===== src/rtl/serial_bit_streamer_pkg.sv =====
// serial_bit_streamer_pkg
//   Shared types and constants for the serial bit streamer and the detector-side
//   bench that consumes its output.
//   - state_e              : streamer FSM states
//   - BIT_ORDER_*          : values for the MSB_FIRST parameter
//   - SD_IDLE_BIT_DEFAULT  : level held on the serial line when nothing is shifting
package serial_bit_streamer_pkg;

  typedef enum logic {
    ST_IDLE  = 1'b0,
    ST_SHIFT = 1'b1
  } state_e;

  localparam bit BIT_ORDER_MSB_FIRST = 1'b1;
  localparam bit BIT_ORDER_LSB_FIRST = 1'b0;

  // The detector side idles its x input at this level too.
  localparam bit SD_IDLE_BIT_DEFAULT = 1'b0;

endpackage


===== src/rtl/serial_bit_streamer_if.sv =====
// serial_bit_streamer_if
//   Word-input valid/ready handshake of the serial bit streamer.
//   in_data  : word to serialize (DATA_W bits), producer -> streamer
//   in_valid : in_data is valid, producer -> streamer
//   in_ready : streamer can take a word this cycle, streamer -> producer
//   modport master : producer side
//   modport slave  : streamer side
interface serial_bit_streamer_if #(
  parameter int unsigned DATA_W = 8
);

  logic [DATA_W-1:0] in_data;
  logic              in_valid;
  logic              in_ready;

  modport master (
    output in_data,
    output in_valid,
    input  in_ready
  );

  modport slave (
    input  in_data,
    input  in_valid,
    output in_ready
  );

endinterface


===== src/rtl/serial_bit_streamer_piso_shift_reg.sv =====
// piso_shift_reg
//   Parallel-load, serial-out shift register with compile-time direction select.
//   Shifting always fills with 0. Load has priority over shift.
//   clk       : clock, rising edge
//   rst       : asynchronous active-high reset, clears the register
//   load      : capture load_data at the next edge
//   shift     : shift one position towards the output end at the next edge
//   load_data : parallel word (WIDTH bits)
//   head_next : bit that will sit at the output end after the next edge, so the
//               caller can register the serial output without a cycle of delay
module piso_shift_reg #(
  parameter int unsigned WIDTH     = 8,
  parameter bit          MSB_FIRST = 1'b1
) (
  input  logic             clk,
  input  logic             rst,
  input  logic             load,
  input  logic             shift,
  input  logic [WIDTH-1:0] load_data,
  output logic             head_next
);

  logic [WIDTH-1:0] shift_q;
  logic [WIDTH-1:0] shift_d;

  always_comb begin
    shift_d = shift_q;
    if (load) begin
      shift_d = load_data;
    end else if (shift) begin
      if (MSB_FIRST) begin
        shift_d = {shift_q[WIDTH-2:0], 1'b0};
      end else begin
        shift_d = {1'b0, shift_q[WIDTH-1:1]};
      end
    end
  end

  assign head_next = MSB_FIRST ? shift_d[WIDTH-1] : shift_d[0];

  always_ff @(posedge clk or posedge rst) begin
    if (rst) begin
      shift_q <= '0;
    end else begin
      shift_q <= shift_d;
    end
  end

endmodule


===== src/rtl/serial_bit_streamer.sv =====
// serial_bit_streamer
//   Parallel-to-serial front end for the sequence detector. Accepts DATA_W-bit
//   words on a valid/ready handshake and emits them one bit per clock on sd_x.
//   A word accepted on the last-bit cycle of the previous word continues the
//   stream with no gap, so patterns that straddle word boundaries stay intact.
//   clk          : clock, rising edge
//   rst          : asynchronous active-high reset
//   in_if        : word handshake (slave side): in_data, in_valid, in_ready
//   sd_x         : registered serial bit to the detector; IDLE_BIT when idle
//   sd_bit_valid : registered, sd_x carries a data bit this cycle
//   busy         : FSM is in ST_SHIFT
//   underrun     : sticky, set when a word ends with no follow-on word
//   clr_underrun : synchronous clear of underrun (a same-cycle set wins)
//   words_sent   : accepted-word count, wraps modulo 2^CNT_W
//   The interface instance must carry the same DATA_W as this module.
module serial_bit_streamer
  import serial_bit_streamer_pkg::*;
#(
  parameter int unsigned DATA_W    = 8,
  parameter bit          MSB_FIRST = BIT_ORDER_MSB_FIRST,
  parameter bit          IDLE_BIT  = SD_IDLE_BIT_DEFAULT,
  parameter int unsigned CNT_W     = 16
) (
  input  logic                 clk,
  input  logic                 rst,
  serial_bit_streamer_if.slave in_if,
  output logic                 sd_x,
  output logic                 sd_bit_valid,
  output logic                 busy,
  output logic                 underrun,
  input  logic                 clr_underrun,
  output logic [CNT_W-1:0]     words_sent
);

  localparam int unsigned         BIT_CNT_W = $clog2(DATA_W);
  localparam logic [BIT_CNT_W-1:0] LAST_IDX = BIT_CNT_W'(DATA_W - 1);

  state_e               state;
  logic [BIT_CNT_W-1:0] bit_cnt;

  logic last_bit;
  logic accept;
  logic stay_shift;
  logic stream_end;
  logic head_next;

  // bit_cnt reaches 0 on the final bit of the word being shown.
  assign last_bit = (state == ST_SHIFT) && (bit_cnt == '0);

  // Ready depends on state only, never on in_valid.
  assign in_if.in_ready = (state == ST_IDLE) || last_bit;
  assign accept         = in_if.in_valid && in_if.in_ready;

  // The cycle after this edge still shows a data bit.
  assign stay_shift = accept || ((state == ST_SHIFT) && !last_bit);

  // Last bit shown and nothing queued behind it.
  assign stream_end = last_bit && !accept;

  assign busy = (state == ST_SHIFT);

  piso_shift_reg #(
    .WIDTH     (DATA_W),
    .MSB_FIRST (MSB_FIRST)
  ) u_piso (
    .clk       (clk),
    .rst       (rst),
    .load      (accept),
    .shift     (busy),
    .load_data (in_if.in_data),
    .head_next (head_next)
  );

  always_ff @(posedge clk or posedge rst) begin
    if (rst) begin
      state        <= ST_IDLE;
      bit_cnt      <= '0;
      sd_x         <= IDLE_BIT;
      sd_bit_valid <= 1'b0;
      underrun     <= 1'b0;
      words_sent   <= '0;
    end else begin
      case (state)
        ST_IDLE: begin
          if (accept) begin
            state   <= ST_SHIFT;
            bit_cnt <= LAST_IDX;
          end
        end
        ST_SHIFT: begin
          if (accept) begin
            // Reload on the last bit: no bubble between words.
            bit_cnt <= LAST_IDX;
          end else if (last_bit) begin
            state <= ST_IDLE;
          end else begin
            bit_cnt <= bit_cnt - BIT_CNT_W'(1);
          end
        end
        default: begin
          state <= ST_IDLE;
        end
      endcase

      // Outputs registered from the shift register's next head so the first
      // bit appears the cycle right after the accepting edge.
      sd_bit_valid <= stay_shift;
      sd_x         <= stay_shift ? head_next : IDLE_BIT;

      if (stream_end) begin
        underrun <= 1'b1;
      end else if (clr_underrun) begin
        underrun <= 1'b0;
      end

      if (accept) begin
        words_sent <= words_sent + CNT_W'(1);
      end
    end
  end

endmodule


===== src/flat_wrapper.sv =====
// flat-port wrapper written by rule: the top's interface ports become plain ports
module serial_bit_streamer_flat import serial_bit_streamer_pkg::*;
#(
  parameter int unsigned DATA_W    = 8,
  parameter bit          MSB_FIRST = BIT_ORDER_MSB_FIRST,
  parameter bit          IDLE_BIT  = SD_IDLE_BIT_DEFAULT,
  parameter int unsigned CNT_W     = 16
)
  (clk, rst, sd_x, sd_bit_valid, busy, underrun, clr_underrun, words_sent, in_if_in_data, in_if_in_valid, in_if_in_ready);
  serial_bit_streamer_if #(.DATA_W(DATA_W)) in_if_i ();
  input  logic clk;
  input  logic rst;
  output logic sd_x;
  output logic sd_bit_valid;
  output logic busy;
  output logic underrun;
  input  logic clr_underrun;
  output logic [CNT_W-1:0] words_sent;
  input wire logic [$bits(in_if_i.in_data)-1:0] in_if_in_data;
  input wire logic [$bits(in_if_i.in_valid)-1:0] in_if_in_valid;
  output wire logic [$bits(in_if_i.in_ready)-1:0] in_if_in_ready;
  assign in_if_i.in_data = in_if_in_data;
  assign in_if_i.in_valid = in_if_in_valid;
  assign in_if_in_ready = in_if_i.in_ready;
  serial_bit_streamer #(.DATA_W(DATA_W), .MSB_FIRST(MSB_FIRST), .IDLE_BIT(IDLE_BIT), .CNT_W(CNT_W)) u_core (.clk(clk), .rst(rst), .in_if(in_if_i), .sd_x(sd_x), .sd_bit_valid(sd_bit_valid), .busy(busy), .underrun(underrun), .clr_underrun(clr_underrun), .words_sent(words_sent));
endmodule

===== config.mk =====
export PLATFORM = sky130hd
export DESIGN_NAME = serial_bit_streamer_flat
export DESIGN_NICKNAME = d
export VERILOG_FILES = /design/src/rtl/serial_bit_streamer_pkg.sv /design/src/rtl/serial_bit_streamer_if.sv /design/src/rtl/serial_bit_streamer_piso_shift_reg.sv /design/src/rtl/serial_bit_streamer.sv /design/src/flat_wrapper.sv
export SDC_FILE = /design/constraint.sdc
export NUM_CORES = 1
export LEC_CHECK = 0
export CORE_ASPECT_RATIO = 0.75
export CORE_MARGIN = 2
export CORE_UTILIZATION = 48
export DETAILED_ROUTE_END_ITERATION = 8
export PLACE_DENSITY = 0.87
export SLEW_MARGIN = 10
export SYNTH_ARGS = -nofsm -noshare
export SYNTH_HDL_FRONTEND = slang
export SYNTH_SLANG_ARGS = --single-unit

===== constraint.sdc =====
create_clock -name clk -period 2.1 [get_ports clk]
set_input_delay 0.21 -clock clk [delete_from_list [all_inputs] [get_ports clk]]
set_output_delay 0.21 -clock clk [all_outputs]
set_load 0.03 [all_outputs]

==> results.json <==
{
  "period_share_pct": 93.30,
  "core_mm2": 0.002623,
  "end_kind": "output pin",
  "drive_gt1_share_pct": 10.19,
  "rsz0062_at_grt": "false",
  "die-height_um": 49.74,
  "drv_cap": 0,
  "vias": 997,
  "critPathLaunchType": "register",
  "critPathKind": "reg2out",
  "synth_area_mm2": 0.001339,
  "cp.required_ps": 1890,
  "cts-htree-levels": 2,
  "die_w_um": 64.98,
  "final-seq-area_um2": 750.7,
  "final_common_cell": "clkdlybuf4s50_1",
  "nets": 171,
  "syn_area_per_cell_um2": 11.35,
  "netlist_instances": 118,
  "dieArea_mm2": 0.003232,
  "ys_ff_latch": 30,
  "drt_pass1_iterations": 4,
  "drt_iter0_drc": 28,
  "cellPowerDensity_mw_per_mm2": 1116,
  "io_buffers": 32,
  "critPathArrivalTime_ps": 1750,
  "avgRoutedWirePerCell_um": 14.33,
  "ant_nets": 0,
  "vias_per_cell": 5.166,
  "leakagePower_nw": 0.7785,
  "status": "finished clean",
  "synth_largest_area_cell": "dfrtp_1",
  "synth.top_cells.by_area": "dfrtp_1 (56%), xnor2_1 (9.2%), a22oi_1 (3.4%)",
  "antenna_cells": 0,
  "syn_nets": 133,
  "max-vdd-ir-drop_v": 0.0009764,
  "maxSlewViolCount": 0,
  "routed_wl_um": 2766,
  "seq_area_frac_synth_pct": 56.07,
  "dp_hpwl_um": 1950,
  "grt_usage_pct": 19.87,
  "tightest_slew_ps": 491.2,
  "grt_remaining_overflow": 0,
  "max_freq_mhz": 510.4,
  "area_growth_syn_to_layout_pct": 34.21,
  "layout_common_cells": "clkdlybuf4s50_1 (31), dfrtp_1 (30), xnor2_1 (14), nand2_1 (11), o21ai_0 (8)",
  "io-pin-count": 33,
  "drc": 0,
  "synth_top_area_share_pct": 56.07,
  "grt_pass1_wl_um": 4774,
  "finClkSkew_ps": 7.470,
  "slew_headroom_pct": 67.13,
  "antenna_found_initial": 0,
  "cts.sinks": 30,
  "gp_congestion": 0.7815,
  "clk_latency_ps": 280,
  "cts_tree": "built",
  "finalSetupTns_ps": 0,
  "start_util_pct": 51.05,
  "period_needed_ps": 1959,
  "multi_input_area_um2": 534.3,
  "cts.path.max_buffers": 2,
  "cts_root_buffer": "clkbuf_8",
  "critPathMaxFanout": 5,
  "timing_hold_violations_final": 0,
  "hp-class": "in2async",
  "fillers": 200,
  "yosysWarnings": 0,
  "pre_cts_slack_ps": 174.4,
  "setup_viol": 0,
  "ys_types": 26,
  "cts-buffers-inserted": 5,
  "cts.reportedPaths.clkPinSlew_ps": 70,
  "grt_start_max_net_pins": 31,
  "grt_pass1_vias": 1022,
  "rows": 16,
  "timing.final.ws_setup_ps": 140.7
}
## sequential cells by signal (all words and copies together) (netlist names)
| name | cells |
|---|---|
| u_core.bit_cnt | 3 |
| u_core.busy | 1 |
| u_core.sd_bit_valid | 1 |
| u_core.sd_x | 1 |
| u_core.u_piso.shift_q | 7 |
| u_core.underrun | 1 |
| u_core.words_sent | 16 |
## per-stage QoR
step | cell area [um2] | hold WS (ps) | std cells | power [mW] | utilization (%)
floorplan | 1339 | 300.8 | 118 | 1.258 | -
global route | 1797 | 365.5 | 193 | 2.133 | 68.51
global placement | 1703 | 457.7 | 185 | 1.502 | 64.93
CTS | 1797 | 322.8 | 193 | 2.023 | 68.51
finish | 1797 | 307.6 | 193 | 2.005 | 68.51
detailed placement | 1703 | 467.5 | 185 | 1.538 | 64.93
## cell families (layout without fill, tap and decap cells)
| family | count (synthesis) | after routing | share of synthesized area [%] |
|---|---|---|---|
| AND/OR/NAND/NOR | 37 | 37 | 15.33 |
| flip-flops | 30 | 30 | 56.07 |
| AO/OA/AOI/OAI | 21 | 21 | 11.12 |
| XOR/XNOR | 15 | 15 | 9.813 |
| buffers and inverters | 11 | 50 | 4.019 |
| adder cells (fa/ha/maj) | 3 | 3 | 2.804 |
| multiplexers | 1 | 1 | 0.8411 |
## layer usage
metal | vias up | global-route usage, % | part of all wire [%]
met5 | - | 0 | 0
met4 | 0 | 9.574 | 2.2
met3 | 9 | 4.795 | 4.7
met2 | 31 | 32.99 | 50
met1 | 471 | 24.36 | 43
li1 | 486 | - | -
## worst max-delay path: stages, from the launching register on
cell           delay, ps
dfrtp_1              390
inv_1                 90
ha_1                 210
nand2b_4              90
and2_1               210
inv_1                 80
dlygate4sd2_1        400
## where the power goes
part	internal [mW]	switching [mW]	leakage, nW
clock	0.263	0.216	0.0472
sequential	0.712	0.108	0.391
combinational	0.300	0.406	0.340
## synthesized netlist by cell type
cell type	n
nand2_1	11
o32ai_1	1
a21boi_4	1
mux2_2	1
inv_1	6
o21ai_0	8
nand2b_1	2
nand4_1	7
buf_6	1
xnor2_1	14
o21bai_1	1
a21oi_2	1
dfrtp_1	30
and2_1	3
nand3_1	6
xor2_1	1
and4_1	2
nor3_1	1
nor2_1	1
a21oi_1	2
a22oi_1	6
buf_2	4
a32o_1	1
ha_1	3
and3_1	3
nand2b_4	1
## what timing repair did
item | CTS | global route
hold endpoints to repair | 0 | 0
buffers inserted | 0 | 0
hold buffers | 0 | 0
gates resized for setup | 1 | 0
endpoints found under the setup margin | 1 | 0
## cell type report
type                       instances  area share (%)
clock inverter                     2          0.6964
sequential                        30           41.78
inverter                           6           1.253
multi-input combinational         77           29.74
timing repair buffer              36           19.43
tap                               36           2.507
clock buffer                       6           4.596
## final timing paths
check | from | end | slack [ps] | cells after the start
max | u_core.bit_cnt[0] | in_if_in_ready | 140 | 6
min | rst | u_core.u_piso.shift_q[3] | 310 | 3
max reg2reg | u_core.bit_cnt[0] | u_core.u_piso.shift_q[5] | 460 | 7
min reg2reg | u_core.words_sent[15] | u_core.words_sent[15] | 470 | 1
max in group asynchronous | rst | u_core.words_sent[10] | 1520 | 3
min in group clk | in_if_in_data[7] | u_core.sd_x | 460 | 3
No activity file was read; power rests on OpenSTA's default activity.
